## src/rtl/cpu_pkg.sv

```systemverilog
// Shared encodings for the load/store unit: access sizes, fault codes, sequencer states.
package cpu_pkg;

  localparam logic [1:0] MEM_B   = 2'b00;
  localparam logic [1:0] MEM_H   = 2'b01;
  localparam logic [1:0] MEM_W   = 2'b10;
  localparam logic [1:0] MEM_ILL = 2'b11;

  localparam logic [1:0] FAULT_NONE     = 2'b00;
  localparam logic [1:0] FAULT_MISALIGN = 2'b01;
  localparam logic [1:0] FAULT_TIMEOUT  = 2'b10;
  localparam logic [1:0] FAULT_ILLEGAL  = 2'b11;

  typedef enum logic [1:0] {
    ST_IDLE  = 2'b00,
    ST_BUS   = 2'b01,
    ST_DONE  = 2'b10,
    ST_FAULT = 2'b11
  } lsu_state_t;

  // A half needs an even address, a word needs a 4-byte aligned address.
  function automatic logic is_misaligned(input logic [1:0] size, input logic [1:0] off);
    logic mis;
    case (size)
      MEM_H:   mis = off[0];
      MEM_W:   mis = (off != 2'b00);
      default: mis = 1'b0;
    endcase
    return mis;
  endfunction

endpackage

```

## src/rtl/lsu_ctrl_if.sv

```systemverilog
// Data-bus side of the load/store unit: req/ack handshake, address, byte enables, data.
interface lsu_ctrl_if;
  logic        bus_req;
  logic        bus_we;
  logic [31:0] bus_addr;
  logic [3:0]  bus_be;
  logic [31:0] bus_wdata;
  logic        bus_ack;
  logic [31:0] bus_rdata;

  modport master (
    output bus_req, bus_we, bus_addr, bus_be, bus_wdata,
    input  bus_ack, bus_rdata
  );

  modport slave (
    input  bus_req, bus_we, bus_addr, bus_be, bus_wdata,
    output bus_ack, bus_rdata
  );
endinterface

```

## src/rtl/lsu_ctrl_align.sv

```systemverilog
// Lane steering for the data bus: byte enables, store replication, load shift and extend.
module lsu_ctrl_align
  import cpu_pkg::*;
(
  input  logic [1:0]  size,
  input  logic        is_unsigned,
  input  logic [1:0]  byte_off,
  input  logic [31:0] wdata,
  input  logic [31:0] bus_rdata,
  output logic [3:0]  be,
  output logic [31:0] wdata_rep,
  output logic [31:0] load_data
);

  logic [31:0] sh_s;

  // Shift the addressed lane down to bit 0; word accesses are aligned so the shift is zero.
  always_comb begin
    sh_s      = bus_rdata >> {byte_off, 3'b000};
    be        = 4'b0000;
    wdata_rep = 32'h0000_0000;
    load_data = 32'h0000_0000;
    case (size)
      MEM_B: begin
        be        = 4'b0001 << byte_off;
        wdata_rep = {4{wdata[7:0]}};
        load_data = is_unsigned ? {24'h00_0000, sh_s[7:0]} : {{24{sh_s[7]}}, sh_s[7:0]};
      end
      MEM_H: begin
        be        = 4'b0011 << byte_off;
        wdata_rep = {2{wdata[15:0]}};
        load_data = is_unsigned ? {16'h0000, sh_s[15:0]} : {{16{sh_s[15]}}, sh_s[15:0]};
      end
      MEM_W: begin
        be        = 4'b1111;
        wdata_rep = wdata;
        load_data = sh_s;
      end
      default: begin
        be        = 4'b0000;
        wdata_rep = 32'h0000_0000;
        load_data = 32'h0000_0000;
      end
    endcase
  end

endmodule

```

## src/rtl/lsu_ctrl.sv

```systemverilog
// Multi-cycle load/store sequencer: latches an execute-stage memory op, runs one bus
// transaction, stalls the core meanwhile, and retires with extended data or a fault.
module lsu_ctrl
  import cpu_pkg::*;
#(
  parameter int unsigned TIMEOUT = 255
) (
  input  logic              clk,
  input  logic              rst_n,
  input  logic              req_valid,
  input  logic              mem_read,
  input  logic              mem_write,
  input  logic [1:0]        mem_size,
  input  logic              mem_unsigned,
  input  logic [31:0]       addr,
  input  logic [31:0]       wdata,
  output logic              stall,
  output logic              done,
  output logic [31:0]       rdata_out,
  output logic              fault,
  output logic [1:0]        fault_code,
  lsu_ctrl_if.master        bus
);

  localparam int CNT_W = $clog2(TIMEOUT + 1);

  lsu_state_t        state_r, state_nxt_s;
  logic              read_r, we_r, unsigned_r;
  logic [1:0]        size_r, fault_code_r;
  logic [31:0]       addr_r, wdata_r, rdata_r;
  logic [CNT_W-1:0]  cnt_r;

  logic              launch_s, illegal_s, misaligned_s, timeout_s, stall_s, in_bus_s;
  logic [3:0]        be_s;
  logic [31:0]       wdata_rep_s, load_data_s;

  assign launch_s     = req_valid & (mem_read | mem_write);
  assign illegal_s    = (mem_size == MEM_ILL) | (mem_read & mem_write);
  assign misaligned_s = is_misaligned(mem_size, addr[1:0]);
  assign timeout_s    = (cnt_r == CNT_W'(TIMEOUT - 1));
  assign in_bus_s     = (state_r == ST_BUS);

  lsu_ctrl_align u_align (
    .size        (size_r),
    .is_unsigned (unsigned_r),
    .byte_off    (addr_r[1:0]),
    .wdata       (wdata_r),
    .bus_rdata   (bus.bus_rdata),
    .be          (be_s),
    .wdata_rep   (wdata_rep_s),
    .load_data   (load_data_s)
  );

  // State register.
  always_ff @(posedge clk or negedge rst_n) begin
    if (!rst_n) begin
      state_r <= ST_IDLE;
    end else begin
      state_r <= state_nxt_s;
    end
  end

  // Next-state and stall; an ack in the last allowed BUS cycle beats the timeout.
  always_comb begin
    state_nxt_s = state_r;
    stall_s     = 1'b0;
    case (state_r)
      ST_IDLE: begin
        if (launch_s) begin
          stall_s = 1'b1;
          if (illegal_s || misaligned_s) begin
            state_nxt_s = ST_FAULT;
          end else begin
            state_nxt_s = ST_BUS;
          end
        end else begin
          state_nxt_s = ST_IDLE;
        end
      end
      ST_BUS: begin
        stall_s = 1'b1;
        if (bus.bus_ack) begin
          state_nxt_s = ST_DONE;
        end else if (timeout_s) begin
          state_nxt_s = ST_FAULT;
        end else begin
          state_nxt_s = ST_BUS;
        end
      end
      ST_DONE:  state_nxt_s = ST_IDLE;
      ST_FAULT: state_nxt_s = ST_IDLE;
      default:  state_nxt_s = ST_IDLE;
    endcase
  end

  // Request latch, wait counter, fault code and load result.
  always_ff @(posedge clk or negedge rst_n) begin
    if (!rst_n) begin
      read_r       <= 1'b0;
      we_r         <= 1'b0;
      unsigned_r   <= 1'b0;
      size_r       <= 2'b00;
      addr_r       <= 32'h0000_0000;
      wdata_r      <= 32'h0000_0000;
      cnt_r        <= '0;
      fault_code_r <= FAULT_NONE;
      rdata_r      <= 32'h0000_0000;
    end else if (state_r == ST_IDLE && launch_s) begin
      read_r       <= mem_read;
      we_r         <= mem_write;
      unsigned_r   <= mem_unsigned;
      size_r       <= mem_size;
      addr_r       <= addr;
      wdata_r      <= wdata;
      cnt_r        <= '0;
      fault_code_r <= illegal_s ? FAULT_ILLEGAL : (misaligned_s ? FAULT_MISALIGN : FAULT_NONE);
    end else if (in_bus_s) begin
      if (bus.bus_ack) begin
        if (read_r) begin
          rdata_r <= load_data_s;
        end
      end else if (timeout_s) begin
        fault_code_r <= FAULT_TIMEOUT;
      end else begin
        cnt_r <= cnt_r + CNT_W'(1);
      end
    end
  end

  assign stall      = stall_s;
  assign done       = (state_r == ST_DONE) || (state_r == ST_FAULT);
  assign fault      = (state_r == ST_FAULT);
  assign fault_code = fault ? fault_code_r : FAULT_NONE;
  assign rdata_out  = rdata_r;

  // Bus fields are only driven while a transaction is outstanding.
  assign bus.bus_req   = in_bus_s;
  assign bus.bus_we    = in_bus_s & we_r;
  assign bus.bus_addr  = in_bus_s ? {addr_r[31:2], 2'b00} : 32'h0000_0000;
  assign bus.bus_be    = in_bus_s ? be_s : 4'b0000;
  assign bus.bus_wdata = in_bus_s ? wdata_rep_s : 32'h0000_0000;

endmodule

```

## src/flat_wrapper.sv

```systemverilog
// flat-port wrapper written by rule: the top's interface ports become plain ports
module lsu_ctrl_flat import cpu_pkg::*;
#(
  parameter int unsigned TIMEOUT = 255
)
  (clk, rst_n, req_valid, mem_read, mem_write, mem_size, mem_unsigned, addr, wdata, stall, done, rdata_out, fault, fault_code, bus_bus_req, bus_bus_we, bus_bus_addr, bus_bus_be, bus_bus_wdata, bus_bus_ack, bus_bus_rdata);
  lsu_ctrl_if bus_i ();
  input  logic clk;
  input  logic rst_n;
  input  logic req_valid;
  input  logic mem_read;
  input  logic mem_write;
  input  logic [1:0] mem_size;
  input  logic mem_unsigned;
  input  logic [31:0] addr;
  input  logic [31:0] wdata;
  output logic stall;
  output logic done;
  output logic [31:0] rdata_out;
  output logic fault;
  output logic [1:0] fault_code;
  output wire logic [$bits(bus_i.bus_req)-1:0] bus_bus_req;
  output wire logic [$bits(bus_i.bus_we)-1:0] bus_bus_we;
  output wire logic [$bits(bus_i.bus_addr)-1:0] bus_bus_addr;
  output wire logic [$bits(bus_i.bus_be)-1:0] bus_bus_be;
  output wire logic [$bits(bus_i.bus_wdata)-1:0] bus_bus_wdata;
  input wire logic [$bits(bus_i.bus_ack)-1:0] bus_bus_ack;
  input wire logic [$bits(bus_i.bus_rdata)-1:0] bus_bus_rdata;
  assign bus_bus_req = bus_i.bus_req;
  assign bus_bus_we = bus_i.bus_we;
  assign bus_bus_addr = bus_i.bus_addr;
  assign bus_bus_be = bus_i.bus_be;
  assign bus_bus_wdata = bus_i.bus_wdata;
  assign bus_i.bus_ack = bus_bus_ack;
  assign bus_i.bus_rdata = bus_bus_rdata;
  lsu_ctrl #(.TIMEOUT(TIMEOUT)) u_core (.clk(clk), .rst_n(rst_n), .req_valid(req_valid), .mem_read(mem_read), .mem_write(mem_write), .mem_size(mem_size), .mem_unsigned(mem_unsigned), .addr(addr), .wdata(wdata), .stall(stall), .done(done), .rdata_out(rdata_out), .fault(fault), .fault_code(fault_code), .bus(bus_i));
endmodule
```

## config.mk

```make
export PLATFORM = sky130hd
export DESIGN_NAME = lsu_ctrl_flat
export DESIGN_NICKNAME = d
export VERILOG_FILES = /design/src/rtl/cpu_pkg.sv /design/src/rtl/lsu_ctrl_if.sv /design/src/rtl/lsu_ctrl_align.sv /design/src/rtl/lsu_ctrl.sv /design/src/flat_wrapper.sv
export SDC_FILE = /design/constraint.sdc
export NUM_CORES = 1
export LEC_CHECK = 0
export CAP_MARGIN = 10
export CORE_ASPECT_RATIO = 0.8
export CORE_UTILIZATION = 49
export CTS_BUF_LIST = sky130_fd_sc_hd__clkbuf_4 sky130_fd_sc_hd__clkbuf_8 sky130_fd_sc_hd__clkbuf_16
export DETAILED_ROUTE_END_ITERATION = 10
export PLACE_DENSITY = 0.88
export RECOVER_POWER = 50
export SLEW_MARGIN = 20
export SYNTH_ARGS = -nofsm -noshare
export SYNTH_HDL_FRONTEND = slang
export SYNTH_SLANG_ARGS = --single-unit
```

## constraint.sdc

```tcl
create_clock -name clk -period 5.35 [get_ports clk]
set_input_delay 0.535 -clock clk [delete_from_list [all_inputs] [get_ports clk]]
set_output_delay 0.535 -clock clk [all_outputs]
set_load 0.01 [all_outputs]
```

==> metrics.yaml <==
final.setup_skew_ps: 6.974
pwr-share-clk: 0.267
endpoint_kind: "output port"
cp_slowest_cell: "nand2b_1"
grt_overflow: 0
rows: 35
most-common-layout-cells: "nand2_1 (241), clkdlybuf4s50_1 (174), dfrtp_1 (113), a21oi_1 (43), and2_1 (40)"
ys_ff_latch: 113
synth-warning-count: 0
drt_iter0_drc: 446
leakagePower_nw: 3.932
postSynth.asyncResetShare: 1.000
grt_pass1_vias: 5367
wl_per_cell_um: 16.51
worst_setup_path_start_kind: "register"
crit_family: "simple AND/OR/NAND/NOR gates"
synth_xor_area_frac: 0.003002
port-buffer-count: 209
cts_buffers: 17
p_sw_frac: 0.3597
dp_hpwl_mm: 11.95
synth_compound_area_frac: 0.1154
p_seq_frac: 0.351
cts_setup_buffers: 0
status: "finished, violations left"
via_per_inst: 5.412
synth_mux_area_frac: 0.06582
p_int_mw: 2.767
finalSetupViolCount: 0
timing.critical_path.depth: 4
final_common_cell: "nand2_1"
hold_end: "u_core.addr_r[31]$_DFFE_PN0P_"
antenna_left: 0
power_density_nw_per_um2: 506.0
power_mw: 4.321
synthAdderAreaFrac: 0.01072
drive_gt1_frac: 0.07886
cp.required_ps: 4820
post-route-drc-count: 0
worstMarginPinSlew_ps: 3215
clk_pin_slew_ps: 60
fin_crit_ps: 3841
cts_resized: 0
cts_sinks: 113
netlist_instances: 679
path_cells: "nand2b_1 -> inv_1 -> and2_1 -> clkdlybuf4s50_1"
h-tree-depth: 4
place_congestion: 0.8486
ir_drop_mv: 0.2576
yosys.area_share.simple: 0.2770
violations: "max-capacitance violations, max-slew violations"
synth_cell_types: 45
die-area_um2: 12350
io_pins: 212
min_path_cells: 2
hp-class: "register to register"
reg2reg_setup_slack_ps: 2020
r2r_end: "u_core.rdata_out[27]$_DFFE_PN0P_"
cts_tree: "done"
min_from: "u_core.addr_r[31]$_DFFE_PN0P_"
vias: 5547
synthTopCellsByArea: "dfrtp_1 (48%), nand2_1 (16%), mux2i_1 (4.5%)"
worst_hold_slack_ps: 464.4
cts_buffer_depth: 2
synth_top_family_by_area: "simple AND/OR/NAND/NOR gates"
rsz0062_at_grt: "no"
synthFlopType: "dfrtp_1"
synth_top_area_share: 0.4846
p_switching_mw: 1.554
ys_seq_area_frac: 0.4846
cts_hold_buf: 0
finalSetupTns_ps: 0
slew_headroom: -1.143
drv_cap: 3
drt_wl_total_mm: 16.92
die_h_um: 99.61
cp_data_arrival_time_ps: 3310
core-area_um2: 11560
finalCritPeriodShare: 0.7179
cts_root_buf: "clkbuf_16"
crit_type: "register to output port"
first_pass_iters: 6
gr-usage-all-layers: 0.2815
worst_path_largest_cell_delay_ps: 820
fmax_ghz: 0.2604
r2r_start: "u_core.size_r[1]$_DFFE_PN0P_"
initial_core_util: 0.5048
fin_ws_ps: 1509
path_buf_inv: 2
clk_latency_ps: 410
antenna_found_initial: 2
dp_slack_ps: 1998
synth_area_um2: 5836
combPwrFrac: 0.381
synth_edf_count: 0
syn_area_per_cell_um2: 8.594
crit_fanout: 34
yosysTopAreaCell: "dfrtp_1"
final_nets: 972
grt_pass1_wl_mm: 26.79
hold_viol: 0
grt_max_degree: 62
area_growth_syn_to_layout_pct: 46.33
drv_slew: 139
die_w_um: 124.0
worstRegToRegCells: 4
==> flip-flops by register name, indices dropped and copies added (netlist names) <==
signal	count
u_core.fault_code_r	2
u_core.unsigned_r	1
u_core.rdata_out	32
u_core.cnt_r	8
u_core.size_r	2
u_core.we_r	1
u_core.wdata_r	32
u_core.read_r	1
u_core.addr_r	32
u_core.state_r	2
==> worst max-delay path by stage <==
stage | to | start
floorplan | bus_bus_be[0] | u_core.addr_r[1]$_DFFE_PN0P_
global placement | bus_bus_addr[11] | u_core.state_r[1]$_DFF_PN0_
finish | bus_bus_addr[9] | u_core.state_r[1]$_DFF_PN0_
detailed placement | bus_bus_addr[10] | u_core.state_r[1]$_DFF_PN0_
global route | u_core.wdata_r[14]$_DFFE_PN0P_ | rst_n
CTS | bus_bus_addr[9] | u_core.state_r[1]$_DFF_PN0_
==> per-layer routing <==
layer	up-vias	global-route usage	wire length (um)	part of all wire
met4	0	0.09249	231	0.014
met2	267	0.4355	7834	0.46
met5	-	0	0	0
li1	2599	-	-	-
met3	22	0.06823	1391	0.082
met1	2659	0.3885	7466	0.44
==> synth_stat cells (all sizes together), types with 10 or more instances <==
| library cell | n |
|---|---|
| and2 | 40 |
| a21oi | 43 |
| clkbuf | 40 |
| a221o | 15 |
| or2 | 10 |
| nor2b | 12 |
| nor2 | 21 |
| dfrtp | 113 |
| buf | 12 |
| nand2 | 241 |
| mux2i | 26 |
| o21ai | 34 |
==> layout make-up <==
type                    instances  area, um^2
inverters                       7       26.28
repair buffers                215        2121
flip-flops and latches        113        2828
clock buffers                  17       425.4
clock inverters                15       185.2
fillers                       804        3022
multi-input cells             508        2764
diodes                          2       5.005
well taps                     148       185.2
==> power groups by stage <==
stage	Combinational (mW)	Sequential (mW)	Clock, mW
after floorplan	0.989	1.40	0
after global placement	1.61	1.50	0
after detailed placement	1.68	1.52	0
after CTS	1.69	1.51	1.17
after global routing	1.81	1.56	1.21
final	1.65	1.52	1.16
==> kinds of logic after synthesis <==
kind of cell,count (synthesis)
fa+ha+maj,5
buf+inv,59
xor+xnor,2
compound gates,108
simple gates,356
mux,35
other cells,1
flops,113
==> worst register-to-register path: stages (launching register included) <==
cell     delay (ps)
dfrtp_1         910
nor2b_2         960
nor3b_2         600
nor2b_1         530
a221o_2         260
==> stage by stage <==
step | util | cell area (um^2) | std cells
after global routing | 0.7386 | 8539 | 1025
final | 0.7386 | 8539 | 1025
after CTS | 0.7399 | 8554 | 1023
after detailed placement | 0.6871 | 7944 | 991
after floorplan | - | 5839 | 680
after global placement | 0.6871 | 7944 | 991
Power figures use the tool's default switching activity.
